$ cat config.mk
export PLATFORM = sky130hd
export DESIGN_NAME = async_fifo_wr_arbiter_flat
export DESIGN_NICKNAME = d
export VERILOG_FILES = /design/src/rtl/async_fifo_wr_arbiter_if.sv /design/src/rtl/async_fifo_wr_arbiter.sv /design/src/flat_wrapper.sv
export SDC_FILE = /design/constraint.sdc
export NUM_CORES = 1
export LEC_CHECK = 0
export ABC_AREA = 1
export CAP_MARGIN = 20
export CORE_MARGIN = 2
export CORE_UTILIZATION = 27
export CTS_CLUSTER_DIAMETER = 100
export CTS_CLUSTER_SIZE = 10
export DETAILED_ROUTE_END_ITERATION = 8
export HOLD_SLACK_MARGIN = 0.12
export PLACE_DENSITY = 0.88
export SETUP_SLACK_MARGIN = 0.02
export SLEW_MARGIN = 10
export SYNTH_ARGS = -nofsm -noshare
export SYNTH_HDL_FRONTEND = slang
export SYNTH_SLANG_ARGS = --single-unit
$ cat constraint.sdc
create_clock -name wclk -period 1.5 [get_ports wclk]
set_input_delay 0.3 -clock wclk [delete_from_list [all_inputs] [get_ports wclk]]
set_output_delay 0.3 -clock wclk [all_outputs]
set_load 0.01 [all_outputs]
$ cat src/rtl/async_fifo_wr_arbiter_if.sv
// Write-port bundle between packet sources, the arbiter and the async FIFO write side.
// The arbiter takes the master modport; sources and the FIFO model take the slave modport.
interface async_fifo_wr_arbiter_if #(
  parameter int unsigned NUM_REQ    = 4,
  parameter int unsigned DATA_WIDTH = 32,
  parameter int unsigned ID_WIDTH   = $clog2(NUM_REQ)
);
  logic [NUM_REQ-1:0]            req_valid;
  logic [NUM_REQ-1:0]            req_last;
  logic [NUM_REQ*DATA_WIDTH-1:0] req_data;
  logic [NUM_REQ-1:0]            req_ready;
  logic                          wfull;
  logic                          wren;
  logic [DATA_WIDTH-1:0]         wdata;
  logic                          gnt_valid;
  logic [ID_WIDTH-1:0]           gnt_id;

  modport master (
    input  req_valid, req_last, req_data, wfull,
    output req_ready, wren, wdata, gnt_valid, gnt_id
  );

  modport slave (
    output req_valid, req_last, req_data, wfull,
    input  req_ready, wren, wdata, gnt_valid, gnt_id
  );
endinterface

$ cat src/rtl/async_fifo_wr_arbiter.sv
// Round-robin, packet-locked arbiter sharing one async FIFO write port among NUM_REQ sources.
// A grant ends on the last beat of a packet or after MAX_BURST accepted beats.
module async_fifo_wr_arbiter #(
  parameter int unsigned NUM_REQ    = 4,
  parameter int unsigned DATA_WIDTH = 32,
  parameter int unsigned MAX_BURST  = 16
) (
  input  logic                   wclk,
  input  logic                   wrst_n,
  async_fifo_wr_arbiter_if.master bus
);
  localparam int unsigned ID_W  = $clog2(NUM_REQ);
  localparam int unsigned CNT_W = $clog2(MAX_BURST + 1);

  typedef enum logic {ST_IDLE, ST_GRANT} state_t;

  state_t           r_state;
  logic [ID_W-1:0]  r_rr_ptr;
  logic [ID_W-1:0]  r_gnt_id;
  logic             r_gnt_valid;
  logic [CNT_W-1:0] r_beat_cnt;

  logic                  w_sel_valid;
  logic                  w_sel_last;
  logic [DATA_WIDTH-1:0] w_sel_data;
  logic [ID_W-1:0]       w_winner;
  logic                  w_granted;
  logic                  w_wren;
  logic                  w_burst_end;
  logic [CNT_W-1:0]      w_cnt_inc;
  logic [ID_W-1:0]       w_rr_next;
  logic [NUM_REQ-1:0]    w_ready;

  // Mux of the granted source's beat.
  always_comb begin
    w_sel_valid = 1'b0;
    w_sel_last  = 1'b0;
    w_sel_data  = '0;
    for (int i = 0; i < NUM_REQ; i++) begin
      if (r_gnt_id == ID_W'(i)) begin
        w_sel_valid = bus.req_valid[i];
        w_sel_last  = bus.req_last[i];
        w_sel_data  = bus.req_data[i*DATA_WIDTH +: DATA_WIDTH];
      end
    end
  end

  // Lowest valid index at or above rr_ptr wins; otherwise wrap to the lowest valid index.
  always_comb begin
    w_winner = '0;
    for (int i = NUM_REQ - 1; i >= 0; i--) begin
      if (bus.req_valid[i]) w_winner = ID_W'(i);
    end
    for (int i = NUM_REQ - 1; i >= 0; i--) begin
      if (bus.req_valid[i] && (ID_W'(i) >= r_rr_ptr)) w_winner = ID_W'(i);
    end
  end

  // Reset gates the port directly so nothing is written while wrst_n is low.
  always_comb begin
    w_granted = (r_state == ST_GRANT) && wrst_n;
    w_wren    = w_granted && w_sel_valid && !bus.wfull;
    w_ready   = '0;
    for (int i = 0; i < NUM_REQ; i++) begin
      if (w_granted && !bus.wfull && (r_gnt_id == ID_W'(i))) w_ready[i] = 1'b1;
    end
    w_cnt_inc   = r_beat_cnt + CNT_W'(1);
    w_burst_end = w_sel_last || (w_cnt_inc == CNT_W'(MAX_BURST));
    w_rr_next   = (r_gnt_id == ID_W'(NUM_REQ - 1)) ? '0 : r_gnt_id + ID_W'(1);
  end

  assign bus.req_ready = w_ready;
  assign bus.wren      = w_wren;
  assign bus.wdata     = w_sel_data;
  assign bus.gnt_valid = r_gnt_valid;
  assign bus.gnt_id    = r_gnt_id;

  always_ff @(posedge wclk) begin
    if (!wrst_n) begin
      r_state     <= ST_IDLE;
      r_rr_ptr    <= '0;
      r_gnt_id    <= '0;
      r_gnt_valid <= 1'b0;
      r_beat_cnt  <= '0;
    end else begin
      case (r_state)
        ST_IDLE: begin
          if (|bus.req_valid) begin
            r_state     <= ST_GRANT;
            r_gnt_id    <= w_winner;
            r_gnt_valid <= 1'b1;
            r_beat_cnt  <= '0;
          end
        end
        ST_GRANT: begin
          if (w_wren) begin
            if (w_burst_end) begin
              r_state     <= ST_IDLE;
              r_gnt_valid <= 1'b0;
              r_rr_ptr    <= w_rr_next;
              r_beat_cnt  <= '0;
            end else begin
              r_beat_cnt  <= w_cnt_inc;
            end
          end
        end
        default: begin
          r_state     <= ST_IDLE;
          r_gnt_valid <= 1'b0;
        end
      endcase
    end
  end
endmodule

$ cat src/flat_wrapper.sv
// flat-port wrapper written by rule: the top's interface ports become plain ports
module async_fifo_wr_arbiter_flat 
#(
  parameter int unsigned NUM_REQ    = 4,
  parameter int unsigned DATA_WIDTH = 32,
  parameter int unsigned MAX_BURST  = 16
)
  (wclk, wrst_n, bus_req_valid, bus_req_last, bus_req_data, bus_wfull, bus_req_ready, bus_wren, bus_wdata, bus_gnt_valid, bus_gnt_id);
  async_fifo_wr_arbiter_if #(.NUM_REQ(NUM_REQ), .DATA_WIDTH(DATA_WIDTH), .ID_WIDTH((2))) bus_i ();
  input  logic wclk;
  input  logic wrst_n;
  input wire logic [$bits(bus_i.req_valid)-1:0] bus_req_valid;
  input wire logic [$bits(bus_i.req_last)-1:0] bus_req_last;
  input wire logic [$bits(bus_i.req_data)-1:0] bus_req_data;
  input wire logic [$bits(bus_i.wfull)-1:0] bus_wfull;
  output wire logic [$bits(bus_i.req_ready)-1:0] bus_req_ready;
  output wire logic [$bits(bus_i.wren)-1:0] bus_wren;
  output wire logic [$bits(bus_i.wdata)-1:0] bus_wdata;
  output wire logic [$bits(bus_i.gnt_valid)-1:0] bus_gnt_valid;
  output wire logic [$bits(bus_i.gnt_id)-1:0] bus_gnt_id;
  assign bus_i.req_valid = bus_req_valid;
  assign bus_i.req_last = bus_req_last;
  assign bus_i.req_data = bus_req_data;
  assign bus_i.wfull = bus_wfull;
  assign bus_req_ready = bus_i.req_ready;
  assign bus_wren = bus_i.wren;
  assign bus_wdata = bus_i.wdata;
  assign bus_gnt_valid = bus_i.gnt_valid;
  assign bus_gnt_id = bus_i.gnt_id;
  async_fifo_wr_arbiter #(.NUM_REQ(NUM_REQ), .DATA_WIDTH(DATA_WIDTH), .MAX_BURST(MAX_BURST)) u_core (.wclk(wclk), .wrst_n(wrst_n), .bus(bus_i));
endmodule
==> results.py, run 1 <==
metrics = {
    "synth": {
        "seq_area_frac_synth": 0.1265,
        "synthCells": 330,
        "synthAdderAreaFrac": 0.03595,
        "synthXorXnorAreaFrac": 0,
        "ys_seq_elements": 11,
        "yosysWarnings": 0,
        "synth_cell_type_count": 27,
        "synth_top_area_frac": 0.2566,
        "syn-cell-area_um2": 1740,
        "yosys-top-cells-area": "nand2_1 (26%), o21ai_0 (16%), a21oi_1 (13%), dfxtp_1 (13%), ha_1 (3.6%)",
        "synth_nets": 474,
        "synth_area_leader_cell": "nand2_1",
        "synth-compound-area-share": 0.3544,
        "synthSimpleGateAreaFrac": 0.3825,
        "synth_top_family_by_area": "simple AND/OR/NAND/NOR gates",
        "synthMuxAreaShare": 0,
        "avgSynthCellArea_um2": 5.274,
    },
    "drt": {
        "drt_first_iter_violations": 146,
        "wl_per_cell_um": 17.16,
        "drc": 0,
        "totalWireLength_um": 10790,
        "vias_per_cell": 5.246,
        "drtPass1Iterations": 5,
        "dr_total_vias": 3300,
        "ant_nets": 0,
    },
    "worst_setup_path": {
        "cp.required_ns": 1.20,
        "worstSetupEndpointType": "output port",
        "cp_cell_sequence": "inv_4 > ha_4 > inv_4 > nor2_4 > buf_6 > buf_12 > buf_12 > nand2_2 > nand2_2 > o21ai_1 > o21ai_1 > buf_2",
        "crit_arrival_ns": 1.83,
        "cp_num_buf_inv": 6,
        "criticalPathCategory": "reg -> out",
        "ff2ff_path_depth": 13,
        "crit_start": "u_core.bus.gnt_id[1]$_SDFFE_PN0P_",
        "critPathMaxFanout": 5,
        "r2r_slack_ns": -0.33,
        "r2r_end": "u_core.r_rr_ptr[0]$_SDFFE_PN0P_",
        "cp.depth": 12,
        "cp-endpoint": "bus_wdata[7]",
        "crit_family": "buffers and inverters",
        "timing.rr.start": "u_core.bus.gnt_id[1]$_SDFFE_PN0P_",
        "cp_slowest_cell": "dfxtp_4",
        "cpPeakStageDelay_ns": 0.36,
        "cp-start-kind": "register",
    },
    "job": {
        "maxCapViolCount": 0,
    },
    "sta": {
        "rsz0062_at_grt": "true",
        "setup_ws_ns": -0.6293,
        "finClkSkew_ns": 0.009194,
        "final-max-slew-violation-count": 0,
        "hold_viol": 0,
        "timing.final.crit_share": 1.420,
        "worstMarginPinSlew_ns": 0.2445,
        "fmax_mhz": 469.6,
        "setup_violations": 46,
        "maxSlewHeadroom": 0.8356,
        "fin_crit_ns": 2.129,
    },
    "global_routing": {
        "grt_max_degree": 29,
        "antenna_found_initial": 0,
        "overflow": 0,
        "grt_pass1_wl_um": 15370,
        "first_global_vias": 3058,
        "grt_util_all_layers": 0.2649,
    },
    "clock_tree": {
        "clockBufferDepth": 2,
        "h-tree-depth": 1,
        "path_clk_slew_ns": 0.06,
        "numCtsBuffers": 3,
        "clkSinkCount": 11,
        "cts_hold_buf": 0,
        "root_buffer": "clkbuf_8",
        "cts_tree": "yes",
        "clk_latency_ns": 0.25,
    },
    "hold_path": {
        "holdCritPathClass": "reg -> reg",
    },
    "die": {
        "start_util": 0.2773,
        "io-pin-count": 179,
        "die-area_um2": 7104,
        "dieWidth_um": 84.29,
        "coreArea_um2": 6277,
        "die_height_um": 84.29,
        "row_count": 29,
    },
    "place": {
        "port_buffers": 178,
        "dp_hpwl_um": 6852,
        "place_area_um2": 3880,
        "gp_congestion": 0.9181,
    },
    "power": {
        "ir_drop_uv": 412.8,
        "power.leakage_uw": 0.002009,
        "power_density_nw_per_um2": 514.2,
    },
    "cells_and_area": {
        "final_nets": 697,
        "antenna_cells": 0,
        "fin_area_um2": 4597,
        "drive_gt1_frac": 0.3822,
        "area_growth_pct": 164.1,
        "fin_util": 0.7323,
    },
    "run_status": {
        "status": "finished with violations",
        "failed_checks": "setup timing",
    },
}
how the worst min path moves through the flow:
stage | start | end | slack [ns] | depth (start not counted)
2_1_floorplan | wrst_n | u_core.r_beat_cnt[1]$_SDFFE_PN0P_ | 0.42 | 2
3_3_place_gp | u_core.bus.gnt_valid$_SDFFE_PN0P_ | u_core.bus.gnt_valid$_SDFFE_PN0P_ | 0.46 | 2
3_5_place_dp | u_core.bus.gnt_valid$_SDFFE_PN0P_ | u_core.bus.gnt_valid$_SDFFE_PN0P_ | 0.47 | 2
4_1_cts | u_core.r_rr_ptr[0]$_SDFFE_PN0P_ | u_core.r_rr_ptr[0]$_SDFFE_PN0P_ | 0.48 | 2
5_1_grt | u_core.bus.gnt_valid$_SDFFE_PN0P_ | u_core.bus.gnt_valid$_SDFFE_PN0P_ | 0.50 | 2
6_report | u_core.r_beat_cnt[4]$_SDFFE_PN0P_ | u_core.r_beat_cnt[4]$_SDFFE_PN0P_ | 0.49 | 2
per-layer routing:
metal  global-route usage  vias up  wire length [um]
met2               0.4978      162              5844
met4              0.08798        0               196
met1               0.3004     1553              3993
met3              0.04425       21               756
li1                     -     1564                 -
met5                    0        -                 0
state kept, by name, indices dropped and copies added (netlist names):
register	cells
u_core.r_state	1
u_core.bus.gnt_valid	1
u_core.r_beat_cnt	5
u_core.r_rr_ptr	2
u_core.bus.gnt_id	2
power by group:
part	total [uW]	internal [uW]	switching (uW)	leakage, uW
clock network	315	188	127	0.0000228
logic	1720	977	748	0.00189
registers	324	306	17.2	0.0000915
total	2360	1470	893	0.00201
worst register-to-register path: stages, from the launching register on:
cell and delay (ns):
dfxtp_4 0.36, inv_4 0.07, ha_4 0.15, buf_6 0.13
buf_12 0.12, inv_6 0.04, buf_6 0.12, nand3_4 0.05
nand2_2 0.07, a21oi_4 0.22, nand2_4 0.10, nand2_4 0.10
nand2_2 0.07, a21oi_2 0.16
cells in the final DEF, fill, tap and decap left out, types with 9 or more instances in the layout:
cell type,netlist,routed
a21oi_1,44,29
a21oi_2,1,14
buf_12,0,9
buf_2,6,34
buf_4,0,26
buf_6,2,22
clkdlybuf4s50_1,0,135
inv_1,15,11
nand2_1,119,70
nand2_2,4,38
nand2_4,0,15
o21ai_1,11,50
o21ai_2,0,15
area by class of cell:
| type | count | area, um^2 |
|---|---|---|
| sequential | 11 | 229.0 |
| fill | 457 | 1680 |
| clock buffer | 4 | 45.04 |
| timing repair buffer | 239 | 2397 |
| tap | 77 | 96.34 |
| inverter | 19 | 86.33 |
| multi-input combinational | 279 | 1743 |
cells in the mapped netlist (all sizes together):
master  instances
nand2         123
o21ai          68
a21oi          47
inv            19
nand3          12
nor2           12
clkbuf         11
dfxtp          11
buf            10
ha              5
nand4           5
nand3b          2
nor3            2
o21bai          1
o31ai           1
or2             1
kinds of logic (layout without fill, tap and decap cells):
group           after synthesis  in the layout
simple gates                157            157
buf+inv                      40            262
compound gates              117            117
fa+ha+maj                     5              5
flops                        11             11
repair_timing:
action                     4_1_cts  5_1_grt
cloned                           6        0
pin swaps                       35       35
resized for setup              218       73
buffers inserted                15       10
setup endpoints to repair       49       48
metrics by stage:
step	instances	hold slack (ns)	power [uW]	setup WS (ns)	setup TNS (ns)
detailed placement	594	0.4691	1685	-0.6668	-25.30
CTS	619	0.4848	2114	-0.6033	-18.30
finish	629	0.4901	2364	-0.6293	-21.68
floorplan	330	0.4231	867.7	-0.1123	-3.703
global route	629	0.5026	2481	-0.7075	-24.89
global placement	594	0.4568	1664	-0.6710	-24.46
No activity file was read; power rests on OpenSTA's default activity.
==> inputs of run 2 (changes only) <==
--- a/config.mk
+++ b/config.mk
@@ -6,7 +6,7 @@
 export NUM_CORES = 1
 export LEC_CHECK = 0
 export ABC_AREA = 1
-export CAP_MARGIN = 20
+export CAP_MARGIN = 10
 export CORE_MARGIN = 2
 export CORE_UTILIZATION = 27
 export CTS_CLUSTER_DIAMETER = 100
==> results of run 2 <==
Same layout as run 1: the final DEF is identical, and so are final timing and power.
==> inputs of run 3 (changes only) <==
--- a/config.mk
+++ b/config.mk
@@ -13,7 +13,7 @@
 export CTS_CLUSTER_SIZE = 10
 export DETAILED_ROUTE_END_ITERATION = 8
 export HOLD_SLACK_MARGIN = 0.12
-export PLACE_DENSITY = 0.88
+export PLACE_DENSITY = 0.91
 export SETUP_SLACK_MARGIN = 0.02
 export SLEW_MARGIN = 10
 export SYNTH_ARGS = -nofsm -noshare
==> run 3 against run 2 <==
  * Register-to-register slack worse by 0.04 ns
  * Highest routed layer unchanged
  * Final cell count shrank 2.1%
  * Via count decreased by 5.1%
  * Fmax is 2.1% higher
  * Utilization down 5.3 points
  * Sequential share of layout area grew 0.36 points
  * The flow still finishes with violations (setup timing)
  * Critical path depth is 1 lower
  * Combinational power down 12%
  * Sequential power about the same
  * Wire length shrank 5.4%
==> results.py, run 3 (synthesis results as in run 1) <==
metrics = {
    "cells_and_area": {
        "finalNonFillerCells": 616,
        "fin_util": 0.6795,
        "antenna_cells": 0,
        "regMostFlops": "u_core.r_beat_cnt",
        "layout_common_cells": "clkdlybuf4s50_1 (136), nand2_1 (77), o21ai_1 (59)",
        "final_nets": 684,
        "multi_input_area_um2": 1654,
        "fillerInstances": 540,
        "largest_reg_flops": 5,
        "final_common_cell": "clkdlybuf4s50_1",
        "regArea_um2": 227.7,
        "drive_gt1_frac": 0.3395,
        "area_growth_pct": 145.1,
    },
    "place": {
        "port_buffers": 178,
        "pre_cts_slack_ns": -0.6776,
        "dp_hpwl_um": 7161,
        "dp.cells": 599,
        "gp_congestion": 0.8807,
    },
    "sta": {
        "finClkSkew_ns": 0.001577,
        "maxSlewHeadroom": 0.8437,
        "worstMarginPinSlew_ns": 0.2341,
        "rsz0062_at_grt": "true",
        "timing.final.crit_share": 1.390,
        "setup_violations": 45,
        "fmax_mhz": 479.5,
        "final-max-slew-violation-count": 0,
        "setup_ws_ns": -0.5857,
        "fin_crit_ns": 2.086,
        "hold_viol": 0,
    },
    "run_status": {
        "status": "finished with violations",
        "failed_checks": "setup timing",
    },
    "worst_setup_path": {
        "cp-start-kind": "register",
        "timing.rr.start": "u_core.bus.gnt_id[0]$_SDFFE_PN0P_",
        "crit_arrival_ns": 1.79,
        "cp.required_ns": 1.20,
        "worstSetupEndpointType": "output port",
        "crit_start": "u_core.bus.gnt_id[0]$_SDFFE_PN0P_",
        "r2r_slack_ns": -0.37,
        "critPathMaxFanout": 8,
        "criticalPathCategory": "reg -> out",
    },
    "drt": {
        "drt_first_iter_violations": 118,
        "wl_per_cell_um": 16.58,
        "ant_nets": 0,
        "totalWireLength_um": 10210,
        "vias_per_cell": 5.086,
        "drc": 0,
        "dr_total_vias": 3133,
        "drtPass1Iterations": 4,
    },
    "clock_tree": {
        "clk_latency_ns": 0.25,
        "clockBufferDepth": 2,
        "root_buffer": "clkbuf_8",
        "cts_hold_buf": 0,
        "numCtsBuffers": 3,
        "path_clk_slew_ns": 0.05,
        "cts_tree": "yes",
        "h-tree-depth": 1,
        "clkSinkCount": 11,
    },
    "die": {
        "dieWidth_um": 84.29,
        "io-pin-count": 179,
        "start_util": 0.2773,
        "die_height_um": 84.29,
        "die-area_um2": 7104,
        "row_count": 29,
        "coreArea_um2": 6277,
    },
    "power": {
        "power.leakage_uw": 0.001851,
        "power_density_nw_per_um2": 502.0,
        "ir_drop_uv": 346.8,
    },
    "global_routing": {
        "grt_util_all_layers": 0.2608,
        "first_global_vias": 3198,
        "antenna_found_initial": 0,
        "grt_pass1_wl_um": 15210,
        "overflow": 0,
        "grt_max_degree": 27,
    },
    "hold_path": {
        "holdCritPathClass": "reg -> reg",
        "hp-start": "u_core.r_beat_cnt[4]$_SDFFE_PN0P_",
    },
    "job": {
        "maxCapViolCount": 0,
    },
}
[run 3: repair_timing]
action                                  in CTS  in global routing
endpoints found under the setup margin      48                 48
gates resized for setup                    222                 46
setup buffers                               11                  3
pin swaps                                   41                 27
gates cloned                                 3                  0
[run 3: report_power, final]
part | total, uW | internal [uW] | switching, uW
registers | 322 | 306 | 15.9
logic | 1510 | 822 | 684
clock network | 313 | 188 | 125
[run 3: layer usage]
| metal | up-vias | GRT usage | part of all wire |
|---|---|---|---|
| met5 | - | 0 | 0 |
| met4 | 0 | 0.09824 | 0.029 |
| met3 | 30 | 0.04523 | 0.070 |
| met2 | 149 | 0.5007 | 0.53 |
| met1 | 1432 | 0.2814 | 0.37 |
| li1 | 1522 | - | - |
[run 3: path summary, 6_finish.rpt]
kind,endpoint,cells after the start
setup / recovery,bus_wdata[27],11
hold / removal,u_core.r_beat_cnt[4]$_SDFFE_PN0P_,2
setup reg to reg,u_core.bus.gnt_valid$_SDFFE_PN0P_,13
hold reg to reg,u_core.r_beat_cnt[4]$_SDFFE_PN0P_,2
[run 3: final cells by class]
class	count	area share
clock buffer	4	0.01056
multi-input combinational	279	0.3878
tap	77	0.02259
timing repair buffer	226	0.5060
sequential	11	0.05339
inverter	19	0.01965
[run 3: through the flow]
stage / hold slack (ns) / power (uW) / cell area, um^2 / TNS [ns]
after global routing: 0.5078 / 2257 / 4265 / -23.15
after floorplan: 0.4231 / 867.7 / 1828 / -3.703
after detailed placement: 0.4538 / 1701 / 3918 / -26.87
after global placement: 0.4607 / 1676 / 3918 / -24.32
after CTS: 0.4686 / 2065 / 4146 / -18.27
final: 0.5017 / 2141 / 4265 / -19.55
[run 3: critical path, stage by stage, from the launching register on]
cell and delay, ns:
dfxtp_4 0.36, inv_4 0.06, ha_4 0.13, inv_2 0.04, nor2_4 0.15, buf_12 0.14
buf_12 0.13, nand2_1 0.07, nand2_1 0.09, o21ai_1 0.07, o21ai_1 0.12, buf_2 0.15
